### config.mk
export PLATFORM = sky130hd
export DESIGN_NAME = ps2_line_builder
export DESIGN_NICKNAME = d
export VERILOG_FILES = /design/src/rtl/ps2_line_builder.sv
export SDC_FILE = /design/constraint.sdc
export NUM_CORES = 1
export LEC_CHECK = 0
export ABC_AREA = 1
export CAP_MARGIN = 20
export CORE_UTILIZATION = 60
export DETAILED_ROUTE_END_ITERATION = 10
export DONT_BUFFER_PORTS = 1
export PLACE_DENSITY = 0.76
export SLEW_MARGIN = 20
export SYNTH_ARGS = -nofsm -noshare
export SYNTH_HDL_FRONTEND = slang
export SYNTH_SLANG_ARGS = --single-unit
### constraint.sdc
create_clock -name clock -period 26.4 [get_ports clock]
set_input_delay 7.92 -clock clock [delete_from_list [all_inputs] [get_ports clock]]
set_output_delay 7.92 -clock clock [all_outputs]
set_load 0.01 [all_outputs]
### src/rtl/ps2_line_builder.sv
// ps2_line_builder: gathers decoded PS/2 ASCII keys into an editable line buffer
// and commits the line as one packed word with a single-cycle ready pulse.
// Optional feature macro: PS2_LINE_CURSOR_EN overlays a '_' cursor glyph on
// live_line at the current insertion point. The glyph is display-only.
module ps2_line_builder #(
  parameter int            LINE_CHARS = 32,
  parameter int            CHAR_W     = 8,
  parameter logic [7:0]    ENTER_CODE = 8'h0D,
  parameter logic [7:0]    BS_CODE    = 8'h08,
  localparam int           LEN_W      = $clog2(LINE_CHARS) + 1
) (
  input  logic                         clock,
  input  logic                         reset,
  input  logic                         key_valid,
  input  logic [7:0]                   key_ascii,
  output logic [LINE_CHARS*CHAR_W-1:0] live_line,
  output logic [LINE_CHARS*CHAR_W-1:0] line_content,
  output logic                         line_ready,
  output logic [LEN_W-1:0]             line_length,
  output logic                         overflow,
  output logic                         key_dropped
);

  localparam int IDX_W = $clog2(LINE_CHARS);
  localparam logic [CHAR_W-1:0] CURSOR_GLYPH = CHAR_W'(8'h5F);

  typedef enum logic {S_EDIT, S_COMMIT} state_t;

  // line_buf[i] is character i; output packing puts char 0 in the top byte
  typedef logic [LINE_CHARS-1:0][CHAR_W-1:0] line_t;

  state_t           state_q, state_n;
  line_t            line_buf_q, line_buf_n;
  line_t            content_q, content_n;
  logic [LEN_W-1:0] len_q, len_n;
  logic             ready_q, ready_n;
  logic             ovf_q, ovf_n;
  logic             drop_q, drop_n;

  logic             is_print, full, empty;
  logic [IDX_W-1:0] wr_idx, bs_idx;

  assign is_print = (key_ascii >= 8'h20) && (key_ascii <= 8'h7E);
  assign full     = (len_q == LEN_W'(LINE_CHARS));
  assign empty    = (len_q == '0);
  // only used when not full / not empty, so the truncation never aliases
  assign wr_idx   = IDX_W'(len_q);
  assign bs_idx   = IDX_W'(len_q - LEN_W'(1));

  // state and datapath registers; reset drops any pending commit pulse
  always_ff @(posedge clock or posedge reset) begin
    if (reset) begin
      state_q    <= S_EDIT;
      line_buf_q <= '0;
      content_q  <= '0;
      len_q      <= '0;
      ready_q    <= 1'b0;
      ovf_q      <= 1'b0;
      drop_q     <= 1'b0;
    end else begin
      state_q    <= state_n;
      line_buf_q <= line_buf_n;
      content_q  <= content_n;
      len_q      <= len_n;
      ready_q    <= ready_n;
      ovf_q      <= ovf_n;
      drop_q     <= drop_n;
    end
  end

  // next-state: edit keys in S_EDIT, one dead cycle in S_COMMIT
  always_comb begin
    state_n    = state_q;
    line_buf_n = line_buf_q;
    content_n  = content_q;
    len_n      = len_q;
    ready_n    = 1'b0;
    ovf_n      = ovf_q;
    drop_n     = drop_q;
    case (state_q)
      S_EDIT: begin
        if (key_valid) begin
          if (is_print) begin
            if (!full) begin
              line_buf_n[wr_idx] = CHAR_W'(key_ascii);
              len_n              = len_q + LEN_W'(1);
            end else begin
              ovf_n = 1'b1;
            end
          end else if (key_ascii == BS_CODE) begin
            if (!empty) begin
              line_buf_n[bs_idx] = '0;
              len_n              = len_q - LEN_W'(1);
            end
          end else if (key_ascii == ENTER_CODE) begin
            // an empty line never commits, so line_content keeps the last line
            if (!empty) begin
              content_n  = line_buf_q;
              ready_n    = 1'b1;
              line_buf_n = '0;
              len_n      = '0;
              ovf_n      = 1'b0;
              state_n    = S_COMMIT;
            end
          end
        end
      end
      S_COMMIT: begin
        state_n = S_EDIT;
        if (key_valid) drop_n = 1'b1;
      end
      default: state_n = S_EDIT;
    endcase
  end

  // pack per-character lanes into the flat output words
  for (genvar i = 0; i < LINE_CHARS; i++) begin : g_lane
    assign line_content[(LINE_CHARS-1-i)*CHAR_W +: CHAR_W] = content_q[i];
`ifdef PS2_LINE_CURSOR_EN
    // stored byte at index len_q is always zero, so the glyph hides nothing
    assign live_line[(LINE_CHARS-1-i)*CHAR_W +: CHAR_W] =
      (len_q == LEN_W'(i)) ? CURSOR_GLYPH : line_buf_q[i];
`else
    assign live_line[(LINE_CHARS-1-i)*CHAR_W +: CHAR_W] = line_buf_q[i];
`endif
  end

  assign line_ready  = ready_q;
  assign line_length = len_q;
  assign overflow    = ovf_q;
  assign key_dropped = drop_q;

endmodule

==> out/summary.txt <==
outcome -> finished, final reports clean
relative slew slack -> 0.278
Yosys Warn Count -> 0
Hold Vio Cnt, Final -> 0
core area -> 43500 um^2
Syn Nets -> 3491
synth cell count leaders -> 1186 x nand2_1, 545 x inv_1, 521 x dfrtp_1
vias in the first global route -> 21250
PwrDens -> 66.0 nW/um^2
clock sinks -> 521
Mean Syn Cell Area -> 7.69 um^2
Avg Vias per Cell -> 5.62
most used flip-flop cell after synthesis -> dfrtp_1
CP max FO -> 119
nets@finish -> 3392
Internal Power -> 0.00134 W
Vias -> 22496
synth top area cells -> dfrtp_1 49%, nand2_1 17%, nand3_1 9.2%, inv_1 7.7%, o21ai_0 4.4%
worst slew pin tran -> 1.08 ns
Initial Util -> 0.614
Top Ports -> 532
cts repair resizes -> 0
Clock Path Buffers -> 3
Gate power share -> 0.113
CTS clock-pin slew for the worst setup and hold paths -> 0.06 ns
post-synth top area share -> 0.488
final period utilization -> 0.400
sequential power share -> 0.475
Crit path arrival time -> 11.08 ns
clk_lat worst skew -> 0.60 ns
die area -> 45300 um^2
Final min period -> 10.55 ns
total CTS buffers -> 53
Post-DP HPWL -> 49.7 mm
clk_skew -> 0.0208 ns
Placer Congestion -> 0.832
initial drt markers -> 2413
setup_tns -> 0 ns
storage element area -> 13000 um^2
Slew Limit Fails -> 0
# hold bufs at CTS -> 0
CTS tree -> yes
# rows -> 76
gr ovfl total -> 0
clock share of power -> 0.412
largest net degree at the start of global routing -> 184
area occupied by multi-input gates -> 10300 um^2
register bit total from synthesis -> 521
count leader, synth -> nand2_1
endpoints failing setup -> 0
drt wl/cell -> 18.9 um
Cell variety after synth -> 37
antenna violations before repair -> 0
CP cell instances -> nand2_2 > nor2_2 > nand2_2 > nand2_4 > inv_6 > buf_4 > o21ai_2 > nand3_4 > nand2_1 > o21ai_1
CP max-delay cell -> buf_4
fill count -> 3659
WP data required -> 26.93 ns
switch share -> 0.285
Leak -> 15.2 nW
Final ANT Viol Nets -> 0
HP Class -> flip-flop to flip-flop
switching power total -> 0.000536 W
DRC -> 0
RSZ-0062 raised after global routing -> false
setup bufs post-CTS -> 0
Synth area leader -> dfrtp_1
crit-path max cell delay -> 0.89 ns
Synth Instances -> 3473
f_max -> 94.8 MHz
Startpoint Class -> input pin
# diodes -> 0
Cell Area, Synth -> 26700 um^2
first-pass GRT wire length -> 118 mm
total power -> 0.00188 W
Pre-antenna DRT Iters -> 5
Die X -> 213 um
Hold Slack -> 0.528 ns
CP most frequent cell -> nand2_2
Async SR Flop Fraction -> 1.00
port bufs -> 0
Die Height -> 213 um
Crit. End Element -> flip-flop
FF-to-FF setup slack -> 22.24 ns
number of flops mapped to enable cells by yosys -> 0
H-tree Lvls -> 2
Total Routing Usage GR -> 0.332
Max-cap violations -> 0
share of post-route cells with drive strength above 1 -> 0.0793
Crit Path Class -> input pin to flip-flop
maximum VDD drop -> 48.2 uV
Layout area overhead -> 6.55%
sequential area share after synthesis -> 0.488
Root Driver -> clkbuf_16
WL final -> 75.6 mm
## layer usage
metal	global-route usage	up-vias	wire length [um]
met3	0.0860	217	7580
met2	0.525	1103	35200
met4	0.153	0	3280
met1	0.428	10615	29500
li1	-	10561	-
met5	0	-	0
## critical path: cells and delay by family
kind / cells / cell delay, ns
buf+inv: 2 / 1.61
simple gates: 6 / 0.91
compound gates: 2 / 0.48
## cell families after synthesis
logic type / count (synthesis) / share of synthesized area
compound gates: 322 / 0.0613
flops: 521 / 0.488
buf+inv: 774 / 0.124
fa+ha+maj: 7 / 0.00328
xor+xnor: 2 / 0.000656
simple gates: 1847 / 0.322
## registers in the layout (all words and copies together) (netlist names)
signal	flops
key_dropped	1
line_length	6
line_ready	1
line_content	256
overflow	1
live_line	256
## stage by stage
step	cells	cell area (um^2)	setup WS (ns)	util
after floorplan	3473	26700	3.92	-
after global placement	3903	26600	15.47	0.612
after detailed placement	3903	26600	15.31	0.612
after CTS	4001	28400	15.92	0.654
after global routing	4002	28400	15.62	0.654
final	4002	28400	15.85	0.654
## final cells by class
cell class | instances | area share
Inverter | 606 | 0.0837
Clock inverter | 20 | 0.00743
Multi-Input combinational cell | 2178 | 0.364
Clock buffer | 78 | 0.0560
Timing Repair Buffer | 14 | 0.00497
Sequential cell | 521 | 0.458
Tap cell | 585 | 0.0257
## placed cells by master, fill, tap and decap left out, drive strengths merged
cell,n
a22oi,1
dfrtp,521
nand3,541
nand4,35
nand2,1196
o21ai,313
xor2,2
bufinv,4
clkbuf,78
nor3,2
clkinvlp,3
clkinv,20
a31oi,7
inv,599
ha,7
a21o,1
nor2,72
buf,14
and2,1
## power groups by stage
| stage | registers, W | logic (W) | clock network, W |
|---|---|---|---|
| after floorplan | 0.000891 | 0.000177 | 0 |
| after global placement | 0.000904 | 0.000205 | 0 |
| after detailed placement | 0.000905 | 0.000212 | 0 |
| after CTS | 0.000891 | 0.000214 | 0.000783 |
| after global routing | 0.000895 | 0.000239 | 0.000813 |
| final | 0.000891 | 0.000213 | 0.000773 |
## path summary, 6_finish.rpt
path | end | depth (start not counted) | startpoint
max in group asynchronous | line_content[174]$_DFFE_PP0P_ | 3 | reset
worst min-delay path | key_dropped$_DFFE_PP0P_ | 1 | key_dropped$_DFFE_PP0P_
worst max-delay path | live_line[39]$_DFFE_PP0P_ | 10 | key_ascii[2]
min in group asynchronous | line_content[250]$_DFFE_PP0P_ | 1 | reset
worst max register to register | line_content[62]$_DFFE_PP0P_ | 9 | line_length[0]$_DFFE_PP0P_
worst min register to register | key_dropped$_DFFE_PP0P_ | 1 | key_dropped$_DFFE_PP0P_
(Power assumes the default switching activity.)
